### src/rtl/cdc_fifo_word_assembler_pkg.sv
// cdc_fifo_pkg: shared types and helpers for the CDC FIFO word assembler.
//   asmState_t    - assembler state (FILL collecting beats, HOLD presenting a word)
//   beatIdxWidth  - clog2 with a minimum of 1, used for slot/counter indices
package cdc_fifo_pkg;

  typedef enum logic {
    FILL = 1'b0,
    HOLD = 1'b1
  } asmState_t;

  function automatic int beatIdxWidth(input int n);
    return (n <= 2) ? 1 : $clog2(n);
  endfunction

endpackage

### src/rtl/cdc_fifo_word_assembler_if.sv
// cdc_fifo_word_assembler_if: REQ/ACK bundle around the word assembler.
//   Input side : InputREQ/InputACK/InputData  (narrow FIFO beats)
//   Flush      : FlushREQ (single-cycle partial-word emit request)
//   Output side: OutputREQ/OutputACK/OutputData/OutputBeatMask (wide word)
//   master - the assembler; slave - the surrounding FIFO / downstream logic.
interface cdc_fifo_word_assembler_if #(
  parameter int BEAT_BITWIDTH  = 8,
  parameter int BEATS_PER_WORD = 4
);
  logic                                    InputREQ;
  logic                                    InputACK;
  logic [BEAT_BITWIDTH-1:0]                InputData;
  logic                                    FlushREQ;
  logic                                    OutputREQ;
  logic                                    OutputACK;
  logic [BEAT_BITWIDTH*BEATS_PER_WORD-1:0] OutputData;
  logic [BEATS_PER_WORD-1:0]               OutputBeatMask;

  modport master (
    input  InputREQ, InputData, FlushREQ, OutputACK,
    output InputACK, OutputREQ, OutputData, OutputBeatMask
  );

  modport slave (
    output InputREQ, InputData, FlushREQ, OutputACK,
    input  InputACK, OutputREQ, OutputData, OutputBeatMask
  );
endinterface

### src/rtl/cdc_fifo_word_assembler_idle_timer.sv
// cdc_fifo_idle_timer: idle counter for the assembler auto-flush.
//   clk, sync_rst - read-side clock, synchronous active-high reset
//   run    - count this cycle (partial word waiting in FILL)
//   clear  - restart from zero (beat accepted or not in FILL)
//   expire - high in the TIMEOUT_CYCLES-th consecutive idle cycle
module cdc_fifo_idle_timer
  import cdc_fifo_pkg::*;
#(
  parameter int TIMEOUT_CYCLES = 16
)(
  input  logic clk,
  input  logic sync_rst,
  input  logic run,
  input  logic clear,
  output logic expire
);
  localparam int CW = beatIdxWidth(TIMEOUT_CYCLES);
  localparam logic [CW-1:0] LIMIT = CW'(TIMEOUT_CYCLES - 1);

  logic [CW-1:0] idleCnt;

  // Counts completed idle cycles; the cycle that sees LIMIT is the last idle one.
  always_ff @(posedge clk) begin
    if (sync_rst || clear)               idleCnt <= '0;
    else if (run && (idleCnt != LIMIT))  idleCnt <= idleCnt + 1'b1;
  end

  assign expire = run && !clear && (idleCnt == LIMIT);
endmodule

### src/rtl/cdc_fifo_word_assembler.sv
// cdc_fifo_word_assembler: packs BEATS_PER_WORD narrow FIFO beats into one
// wide word (beat 0 in the LSBs) with a per-beat valid mask. Read-clock domain.
//   clk, sync_rst - FIFO read clock, synchronous active-high reset
//   bus (master)  - InputREQ/ACK/Data beats in, FlushREQ, OutputREQ/ACK/Data/BeatMask out
// Optional: define CDC_FIFO_ASSEMBLER_TIMEOUT_EN to auto-flush a partial word
// after TIMEOUT_CYCLES idle cycles.
module cdc_fifo_word_assembler
  import cdc_fifo_pkg::*;
#(
  parameter int BEAT_BITWIDTH  = 8,
  parameter int BEATS_PER_WORD = 4,
  parameter int TIMEOUT_CYCLES = 16
)(
  input logic                  clk,
  input logic                  sync_rst,
  cdc_fifo_word_assembler_if.master bus
);
  localparam int BCW = beatIdxWidth(BEATS_PER_WORD);
  localparam logic [BCW-1:0] LAST = BCW'(BEATS_PER_WORD - 1);

  asmState_t                                     state, stateNext;
  logic [BCW-1:0]                                beatCount, beatCountNext;
  logic [BEATS_PER_WORD-1:0][BEAT_BITWIDTH-1:0]  dataReg, dataNext;
  logic [BEATS_PER_WORD-1:0]                     maskReg, maskNext;
  logic [BEATS_PER_WORD-1:0]                     slotSel;
  logic                                          inputAck, accept, flushGo, timeoutFire;

  // HOLD forwards the downstream accept so a new beat can enter slot 0 in the
  // same cycle the previous word leaves.
  assign inputAck     = (state == FILL) ? 1'b1 : bus.OutputACK;
  assign accept       = bus.InputREQ && inputAck;
  assign bus.InputACK = inputAck;

  for (genvar i = 0; i < BEATS_PER_WORD; i++) begin : g_slot
    assign slotSel[i] = (beatCount == BCW'(i));
  end

`ifdef CDC_FIFO_ASSEMBLER_TIMEOUT_EN
  logic timerRun, timerClear;
  assign timerRun   = (state == FILL) && (beatCount != '0);
  assign timerClear = accept || (state != FILL);

  cdc_fifo_idle_timer #(.TIMEOUT_CYCLES(TIMEOUT_CYCLES)) u_idleTimer (
    .clk      (clk),
    .sync_rst (sync_rst),
    .run      (timerRun),
    .clear    (timerClear),
    .expire   (timeoutFire)
  );
`else
  assign timeoutFire = 1'b0;
`endif

  // An empty word is never emitted: a flush needs a stored or same-cycle beat.
  assign flushGo = (bus.FlushREQ || timeoutFire) && ((beatCount != '0) || accept);

  always_comb begin
    stateNext     = state;
    beatCountNext = beatCount;
    dataNext      = dataReg;
    maskNext      = maskReg;
    case (state)
      FILL: begin
        if (accept) begin
          for (int i = 0; i < BEATS_PER_WORD; i++) begin
            if (slotSel[i]) begin
              dataNext[i] = bus.InputData;
              maskNext[i] = 1'b1;
            end
          end
          beatCountNext = beatCount + 1'b1;
        end
        // Count parks at 0 while holding so it never exceeds the last slot.
        if ((accept && (beatCount == LAST)) || flushGo) begin
          stateNext     = HOLD;
          beatCountNext = '0;
        end
      end
      HOLD: begin
        if (bus.OutputACK) begin
          dataNext      = '0;
          maskNext      = '0;
          beatCountNext = '0;
          stateNext     = FILL;
          if (bus.InputREQ) begin
            dataNext[0] = bus.InputData;
            maskNext[0] = 1'b1;
            if (BEATS_PER_WORD == 1) stateNext     = HOLD;
            else                     beatCountNext = BCW'(1);
          end
        end
      end
      default: stateNext = FILL;
    endcase
  end

  always_ff @(posedge clk) begin
    if (sync_rst) begin
      state     <= FILL;
      beatCount <= '0;
      dataReg   <= '0;
      maskReg   <= '0;
    end else begin
      state     <= stateNext;
      beatCount <= beatCountNext;
      dataReg   <= dataNext;
      maskReg   <= maskNext;
    end
  end

  assign bus.OutputREQ      = (state == HOLD);
  assign bus.OutputData     = dataReg;
  assign bus.OutputBeatMask = maskReg;
endmodule

### src/flat_wrapper.sv
// flat-port wrapper written by rule: the top's interface ports become plain ports
module cdc_fifo_word_assembler_flat import cdc_fifo_pkg::*;
#(
  parameter int BEAT_BITWIDTH  = 8,
  parameter int BEATS_PER_WORD = 4,
  parameter int TIMEOUT_CYCLES = 16
)
  (clk, sync_rst, bus_InputREQ, bus_InputData, bus_FlushREQ, bus_OutputACK, bus_InputACK, bus_OutputREQ, bus_OutputData, bus_OutputBeatMask);
  cdc_fifo_word_assembler_if #(.BEAT_BITWIDTH(BEAT_BITWIDTH), .BEATS_PER_WORD(BEATS_PER_WORD)) bus_i ();
  input logic clk;
  input logic sync_rst;
  input wire logic [$bits(bus_i.InputREQ)-1:0] bus_InputREQ;
  input wire logic [$bits(bus_i.InputData)-1:0] bus_InputData;
  input wire logic [$bits(bus_i.FlushREQ)-1:0] bus_FlushREQ;
  input wire logic [$bits(bus_i.OutputACK)-1:0] bus_OutputACK;
  output wire logic [$bits(bus_i.InputACK)-1:0] bus_InputACK;
  output wire logic [$bits(bus_i.OutputREQ)-1:0] bus_OutputREQ;
  output wire logic [$bits(bus_i.OutputData)-1:0] bus_OutputData;
  output wire logic [$bits(bus_i.OutputBeatMask)-1:0] bus_OutputBeatMask;
  assign bus_i.InputREQ = bus_InputREQ;
  assign bus_i.InputData = bus_InputData;
  assign bus_i.FlushREQ = bus_FlushREQ;
  assign bus_i.OutputACK = bus_OutputACK;
  assign bus_InputACK = bus_i.InputACK;
  assign bus_OutputREQ = bus_i.OutputREQ;
  assign bus_OutputData = bus_i.OutputData;
  assign bus_OutputBeatMask = bus_i.OutputBeatMask;
  cdc_fifo_word_assembler #(.BEAT_BITWIDTH(BEAT_BITWIDTH), .BEATS_PER_WORD(BEATS_PER_WORD), .TIMEOUT_CYCLES(TIMEOUT_CYCLES)) u_core (.clk(clk), .sync_rst(sync_rst), .bus(bus_i));
endmodule
### config.mk
export PLATFORM = sky130hd
export DESIGN_NAME = cdc_fifo_word_assembler_flat
export DESIGN_NICKNAME = d
export VERILOG_FILES = /design/src/rtl/cdc_fifo_word_assembler_pkg.sv /design/src/rtl/cdc_fifo_word_assembler_if.sv /design/src/rtl/cdc_fifo_word_assembler_idle_timer.sv /design/src/rtl/cdc_fifo_word_assembler.sv /design/src/flat_wrapper.sv
export SDC_FILE = /design/constraint.sdc
export NUM_CORES = 1
export LEC_CHECK = 0
export CORE_AREA = 4 4 93 60
export CTS_BUF_LIST = sky130_fd_sc_hd__clkbuf_2
export DETAILED_ROUTE_END_ITERATION = 10
export DIE_AREA = 0 0 97 64
export PLACE_DENSITY = 0.73
export SKIP_CTS_REPAIR_TIMING = 1
export SLEW_MARGIN = 20
export SYNTH_ARGS = -nofsm -noshare
export SYNTH_HDL_FRONTEND = slang
export SYNTH_SLANG_ARGS = --single-unit
### constraint.sdc
create_clock -name clk -period 3.3 [get_ports clk]
set_input_delay 0.825 -clock clk [delete_from_list [all_inputs] [get_ports clk]]
set_output_delay 0.825 -clock clk [all_outputs]
set_load 0.05 [all_outputs]
# After elaboration in Yosys (flattened, before gate mapping)
# Cells that the tools add are included.
# classes
addsub	1
n_eq_ne	10
mux	25
n_bitwise	1
n_reduce_logical	12
# op_table
op	n
32-bit two-way mux	2
32-bit case mux with 2 select lines	1
8-bit two-way mux	5
3-bit AND reduction	4
2-bit by 1-bit != test with 1-bit output, second input constant	5
1-bit two-way mux	9
4-bit two-way mux	2
4-bit case mux with 2 select lines	1
2-bit two-way mux	3
2-bit equality test, second input constant	2
2-bit case mux with 2 select lines	1
1-bit logical AND	3
3-bit by 2-bit != test with 1-bit output, second input constant	1
2-bit by 1-bit adder with 2-bit output, second input constant	1
2-bit by 1-bit equality test with 1-bit output, second input constant	1
2-bit zero test	1
1-bit logical OR	2
2-bit != test, second input constant	1
1-bit case mux with 2 select lines	1
2-bit AND reduction	1
2-bit nonzero test	1
1-bit inverter	1
# word_totals
ff_bits	39
in_bits	13
word_cells	59

# Longest topological paths before layout
# depth
ltp_word	7
depth_mapped	6
depth_no_buf	5

# Worst setup path after synthesis
# Ideal clock, no wire load.
# synth_timing
path_kind	input port to output port
start	input port bus_OutputACK
end	output port bus_InputACK
arrival_ps	1241
required_ps	2475
setup_slack_ps	1234
stages	1
path_buffers	0
path_cell_list	or2b_1
# synth_via
elab_chain_cells	1
# synth_lines
item	line_no	text
start: declaration	flat_wrapper.sv:15	input wire logic [$bits(bus_i.OutputACK)-1:0] bus_OutputACK;
1-bit two-way mux	cdc_fifo_word_assembler.sv:30	assign inputAck = (state == FILL) ? 1'b1 : bus.OutputACK;
end: declaration	flat_wrapper.sv:16	output wire logic [$bits(bus_i.InputACK)-1:0] bus_InputACK;
# No other way between the ends.

# Final worst setup path
# layout_timing
start	register u_core.state, in the netlist u_core.bus.OutputREQ
end	output port bus_OutputREQ
# layout_rtl
item	line_no	text
start: declaration	cdc_fifo_word_assembler.sv:21	asmState_t state, stateNext;
start signal: assignment	cdc_fifo_word_assembler.sv:104	state <= stateNext;
end: declaration	flat_wrapper.sv:17	output wire logic [$bits(bus_i.OutputREQ)-1:0] bus_OutputREQ;
# No word-level cell between the ends.

==> results.md <==
Final layout:
- The sequential cell area in the final layout is 781 um^2.
- The number of filler instances in the final layout is 497.
- Once layout is complete, the cells apart from fillers number 300.
- After the last flow step, the layout net total stands at 250.
- The total area of multi-input combinational cells is 749 um^2.
- The diode insertion count for antenna repair is 0.
- The share of cells above drive strength 1 is 8.12%.
- The relative area change from synthesis to final layout is 35.9%.
- For this run, the share of the core covered by cells in the final layout is 45.4%.

CTS:
- Clock tree synthesis found a total of 39 sinks.
- The number of clock buffers inserted by TritonCTS is 5.
- The number of H-tree levels is 2.
- The root buffer cell is sky130_fd_sc_hd__clkbuf_2.
- In this run the deepest clock path goes through 2 buffers.
- The clock-pin slew on the worst setup and hold paths is 0.20 ns.
- The insertion delay to the later sink of the worst-skew pair is 0.38 ns.
- The CTS tree is done.

Drt:
- The number of nets still failing antenna checks after routing is 0.
- The via total after detailed routing is 1,519.
- Using the TritonRoute via totals, the vias-per-cell ratio works out to 5.06.
- The final routed DRC violation total is 0.
- The number of DRC violations after detailed-routing iteration 0 is 64.
- The first detailed-routing pass ran for 4 iterations.
- In the final routed layout, each cell accounts on average for 15.2 um.
- Wires add up to 4.57 mm.

Hold path:
- The number of cells traversed by the worst hold path is 2.
- In this run the most critical hold path is launched from u_core.bus.OutputData[13].
- In this run the worst hold path is classified as register to register.
- The worst min-delay path endpoint is u_core.bus.OutputData[13].

Timing:
- The total count of hold-check failures in the final report is 0.
- The number of pins with negative max-slew slack in the final report is 0.
- The slew of the pin with the lowest slew margin is 0.699 ns.
- The worst path in the final design needs a cycle of 2.75 ns, including I/O delays and setup.
- Adding up every negative setup slack in the final design gives 0 ns.
- The worst pin sits at a relative slew slack of 53.3%.
- Setup violations remaining at the end of the flow were counted as 0.
- In the finished design, the share of the clock period the worst path needs comes to 83.4%.
- Setup repair after global routing left no endpoint under its margin.
- Based on the critical path, the design can be clocked at up to 364 MHz.
- The clock arrives with 0.0218 ns of skew.

Yosys:
- In this run the mean area of a mapped cell was 8.68 um^2.
- For this run, the register share of the synthesized area comes to 48.4%.
- The synthesized instance count is 186.
- For this run, the number of Yosys warnings is 0.
- The total nets after synthesis is 203.
- Counting flops and latches in the post-synthesis netlist gives 39.
- The distinct cell type count after synthesis is 29.
- The synthesized netlist occupies a cell area of 1610 um^2.

GRT:
- The final global-route overflow total is 0.
- The wire length of the first global-routing pass is 7.32 mm.
- Entering global routing, the biggest net connects 38 pins.
- In the global route stage, overall resource usage came out at 14.7%.
- The via count of the first global-routing pass is 1,435.
- The initial antenna violation count is 0.

Pwr:
- The switching power of the nets is 0.283 mW.
- In this run, the clock network consumes 23.2% of the power.
- The power per cell area is 409 nW/um^2.
- The internal power contribution is 0.614 mW.
- The sequential share of power is 55.9%.
- The switching power as a share of total power is 31.6%.
- The combinational group share of total power is 21.0%.
- VDD sags by at most 0.193 mV.
- The reported leakage power is 0.765 nW.

Worst setup path:
- The worst reg2reg path depth is 3.
- The required time of the critical path is 2.47 ns.
- The worst setup path is of the register to output port kind.
- At the worst endpoint, the arrival time is 1.93 ns.
- In this design, the stage delay of the slowest critical-path cell is 0.90 ns.
- The reg-to-reg critical path startpoint is u_core.bus.OutputREQ.
- The worst register-to-register path ends at u_core.beatCount[0].
- The slowest library cell on the worst path is sky130_fd_sc_hd__clkdlybuf4s50_1.
- In this run the register-to-register setup slack is 1.56 ns.
- The endpoint type of the worst setup path is an output port.
- The kind of cell adding the most delay to the critical path is buffers and inverters.
- The number of buffer and inverter instances along the worst setup path is 1.
- In this run the worst path has a maximum fanout of 15.
- The worst setup path is launched from a register.
- The signal on the critical path passes through clkdlybuf4s50_1.
- The launching element of the worst setup path is u_core.bus.OutputREQ.

Floorplanning:
- During I/O placement, the number of pins put on the boundary was 51.
- Row generation in the floorplan step produced 20 rows.
- For this configuration, the core starts out at a cell density of 33.4%.
- From left edge to right edge, the die measures 97 um.
- Measured along the y axis, the die boundary spans 64 um.
- After floorplanning, the core was sized to cover 4830 um^2.
- The die area is 6210 um^2.

Place:
- Detailed placement ended at an HPWL of 3.17 mm.
- Port buffering added 50 buffers.
- The congestion estimate from routability-driven global placement came to 0.800.
- The placed cell count is 292.

Outcome:
- The flow ran to the end, and the final reports show no timing, DRC or antenna violations.

Run:
- The tool flagged a number of max-cap violations equal to 0.
## power groups by stage
| stage | Combinational (mW) | Clock [mW] | Sequential, mW |
|---|---|---|---|
| 2_1_floorplan | 0.0717 | 0 | 0.558 |
| 3_3_place_gp | 0.186 | 0 | 0.510 |
| 3_5_place_dp | 0.187 | 0 | 0.510 |
| 4_1_cts | 0.188 | 0.212 | 0.501 |
| 5_1_grt | 0.200 | 0.231 | 0.504 |
| 6_report | 0.188 | 0.208 | 0.501 |
## synth_stat cells
master	n	area (um^2)
sky130_fd_sc_hd__a32oi_1	1	8.76
sky130_fd_sc_hd__mux2_4	1	15.0
sky130_fd_sc_hd__and3b_1	3	26.3
sky130_fd_sc_hd__buf_4	5	37.5
sky130_fd_sc_hd__o211ai_1	1	7.51
sky130_fd_sc_hd__clkbuf_1	5	18.8
sky130_fd_sc_hd__nor4_2	1	12.5
sky130_fd_sc_hd__nand2_2	1	6.26
sky130_fd_sc_hd__o31ai_2	1	12.5
sky130_fd_sc_hd__buf_1	1	3.75
sky130_fd_sc_hd__nor2b_1	3	18.8
sky130_fd_sc_hd__a21oi_1	36	180
sky130_fd_sc_hd__dfxtp_1	39	781
sky130_fd_sc_hd__nand3b_2	1	11.3
sky130_fd_sc_hd__o21ai_0	1	5.00
sky130_fd_sc_hd__nand3b_1	4	30.0
sky130_fd_sc_hd__o21ai_2	1	8.76
sky130_fd_sc_hd__nor2_1	4	15.0
sky130_fd_sc_hd__or2b_1	1	7.51
sky130_fd_sc_hd__nor4b_1	1	8.76
sky130_fd_sc_hd__o31a_1	1	8.76
sky130_fd_sc_hd__nand2_1	24	90.1
sky130_fd_sc_hd__inv_1	2	7.51
sky130_fd_sc_hd__nand2b_1	1	6.26
sky130_fd_sc_hd__nand3_1	40	200
sky130_fd_sc_hd__nand3b_4	1	20.0
sky130_fd_sc_hd__ha_1	4	50.1
sky130_fd_sc_hd__buf_2	1	5.00
sky130_fd_sc_hd__buf_6	1	11.3
## registers in the layout, indices dropped and copies added, names as in the netlist
name / cells
u_core.bus.OutputData: 32
u_core.beatCount: 2
u_core.bus.OutputREQ: 1
u_core.bus.OutputBeatMask: 4
## through the flow
stage	setup slack, ns	instance area, um^2	hold slack, ns	total power [mW]
after detailed placement	0.700	2150	0.460	0.698
after global routing	0.480	2190	0.503	0.935
after floorplan	1.23	1610	0.515	0.630
after CTS	0.560	2190	0.481	0.901
final	0.549	2190	0.476	0.897
after global placement	0.725	2150	0.454	0.696
## cells by family (layout without fill, tap and decap cells)
| kind of cell | Yosys count | count (layout) | share of synthesized area [%] |
|---|---|---|---|
| buffers and inverters | 15 | 63 | 5.19 |
| multiplexers | 1 | 1 | 0.930 |
| adder cells (fa/ha/maj) | 4 | 4 | 3.10 |
| AND/OR/NAND/NOR | 85 | 85 | 28.1 |
| AO/OA/AOI/OAI | 42 | 42 | 14.3 |
| flip-flops | 39 | 39 | 48.4 |
## worst max-delay path by stage
stage | to | slack [ns] | cells after the start
floorplan | bus_InputACK | 1.23 | 1
finish | bus_OutputREQ | 0.55 | 1
detailed placement | bus_InputACK | 0.70 | 3
global route | bus_OutputREQ | 0.48 | 1
CTS | bus_OutputREQ | 0.56 | 1
global placement | bus_InputACK | 0.72 | 3
## layout by cell type (no fill, tap or decap), types with 2 or more instances in the layout
cell	instances
sky130_fd_sc_hd__clkdlybuf4s50_1	49
sky130_fd_sc_hd__nand3_1	40
sky130_fd_sc_hd__dfxtp_1	39
sky130_fd_sc_hd__a21oi_1	36
sky130_fd_sc_hd__nand2_1	24
sky130_fd_sc_hd__clkbuf_2	7
sky130_fd_sc_hd__nand3b_1	4
sky130_fd_sc_hd__nor2_1	4
sky130_fd_sc_hd__ha_1	4
sky130_fd_sc_hd__and3b_1	3
sky130_fd_sc_hd__nor2b_1	3
sky130_fd_sc_hd__buf_4	3
sky130_fd_sc_hd__inv_1	2
## metal layers
| metal | GRT usage (%) | vias up | share of wire [%] |
|---|---|---|---|
| met3 | 6.43 | 2 | 10 |
| li1 | - | 748 | - |
| met1 | 20.5 | 719 | 49 |
| met5 | 0 | - | 0 |
| met2 | 21.2 | 50 | 41 |
| met4 | 2.63 | 0 | 0.18 |
## cell type report
class | count | share of cell area, %
clock inverter | 1 | 0.228
timing repair buffer | 53 | 24.3
tap | 66 | 3.76
multi-input combinational | 132 | 34.2
inverter | 2 | 0.342
sequential | 39 | 35.6
clock buffer | 7 | 1.60
No activity file was read; power rests on OpenSTA's default activity.
==> edit (same flow settings) <==
Take the reset off `dataReg` and load it in a clocked block of its own.
--- a/src/rtl/cdc_fifo_word_assembler.sv
+++ b/src/rtl/cdc_fifo_word_assembler.sv
@@ -98,14 +98,16 @@
     if (sync_rst) begin
       state     <= FILL;
       beatCount <= '0;
-      dataReg   <= '0;
       maskReg   <= '0;
     end else begin
       state     <= stateNext;
       beatCount <= beatCountNext;
-      dataReg   <= dataNext;
       maskReg   <= maskNext;
     end
+  end
+
+  always_ff @(posedge clk) begin
+    dataReg <= dataNext;
   end
 
   assign bus.OutputREQ      = (state == HOLD);
Function: changed (a bounded check fails within 4 cycles, from zero or initial values and one cycle with sync_rst high).
==> edit against the unedited design <==
Clock skew decreased by 0.0063 ns; routed wire length shrank 28%; critical path depth is the same; via count decreased by 38%; worst hold slack worse by 0.0052 ns; synthesized area fell by 7.8%; power grew 22%; cell area down 2.6%; sequential cell count unchanged; global-route usage down 3.5 points; synthesized cell count is 47% lower; setup slack worse by 0.17 ns; highest routed layer unchanged.
==> edit: results <==
route:
  avgRoutedWirePerCell_um: 15.0
  drtIter0Drc: 35
power:
  power_leakage_uw: 0.000756
  ir_drop_uv: 181
worst_setup_path:
  max_stage_delay_ns: 0.93
  cp_max_fo: 17
  worstPathArrival_ns: 2.10
timing:
  fin_skew_ns: 0.0155
synth:
  ys_seq_area_share_pct: 73.9
  synth_edf_count: 32
  synth_ff_type: "edfxtp_1"
  syn_nets: 115
  synthTopCellsByCount: "edfxtp_1 (32), nand2_1 (11), nor2b_1 (11)"
  synthArstFlopShare_pct: 0
  synth_area_leaders: "edfxtp_1 (65%), dfxtp_1 (9.4%), nor2b_1 (4.6%), and2_1 (3.4%), ha_1 (3.4%)"
  synth.distinct_cells: 24
grt:
  grt_max_degree: 18
  grt_usage_pct: 11.2
  grt_pass1_vias: 1003
  grt_pass1_wl_um: 5320
clock_network:
  clk_path_buf_depth: 2
placed_design:
  place_congestion: 0.752
  dp_hpwl_um: 2460
outcome:
  status: "finished, final reports clean"
layout:
  final_net_count: 170
## edit: report_power, final
group | switching, uW | internal [uW] | leakage (uW) | total [uW]
Sequential | 15.5 | 570 | 0.000356 | 585
Combinational | 144 | 75.8 | 0.000357 | 220
Clock | 162 | 128 | 0.0000429 | 291
Total | 322 | 774 | 0.000756 | 1100
## edit: kinds of logic (layout without fill, tap and decap cells)
group	count (synthesis)	after routing	share of synthesized area, %
and+or+nand+nor	40	40	16.0
DFF	39	39	73.9
AOI/OAI and AO/OA	10	10	4.45
adders and majority gates	4	4	3.36
buffers and inverters	4	60	1.51
muxes	1	1	0.756
## edit: layer usage
metal,up-vias,part of all wire [%],global-route usage (%)
li1,455,-,-
met1,435,45,13.8
met2,42,46,18.0
met3,7,8.6,4.47
met4,0,1.1,4.20
met5,-,0,0
## edit: worst paths after layout
path	start	to	slack, ns	cells past startpoint
min	u_core.bus.OutputBeatMask[1]$_SDFFE_PP0P_	u_core.bus.OutputBeatMask[1]$_SDFFE_PP0P_	0.47	2
max reg2reg	u_core.bus.OutputREQ$_SDFF_PP0_	u_core.bus.OutputData[24]$_DFFE_PP_	1.54	2
max	u_core.bus.OutputREQ$_SDFF_PP0_	bus_OutputREQ	0.37	1
min reg2reg	u_core.bus.OutputBeatMask[1]$_SDFFE_PP0P_	u_core.bus.OutputBeatMask[1]$_SDFFE_PP0P_	0.47	2
## edit: cell type report
class,instances,area [sq um]
clock inverters,3,43.8
flip-flops and latches,39,1100
inverters,2,7.51
repair buffers,50,510
well taps,66,82.6
multi-input cells,55,365
clock buffers,5,25.0
fillers,433,2690
## edit: metrics by stage
stage	std cells	setup WS, ns	power (uW)
after detailed placement	212	0.687	819
final	220	0.374	1100
after floorplan	98	1.20	734
after global routing	220	0.204	1140
after global placement	212	0.762	812
after CTS	220	0.351	1100
## edit: tightest hold or removal path, cell delays in order (launching register included)
cell     delay (ns)
dfxtp_1        0.35
nand2_1        0.05
a21oi_1        0.05
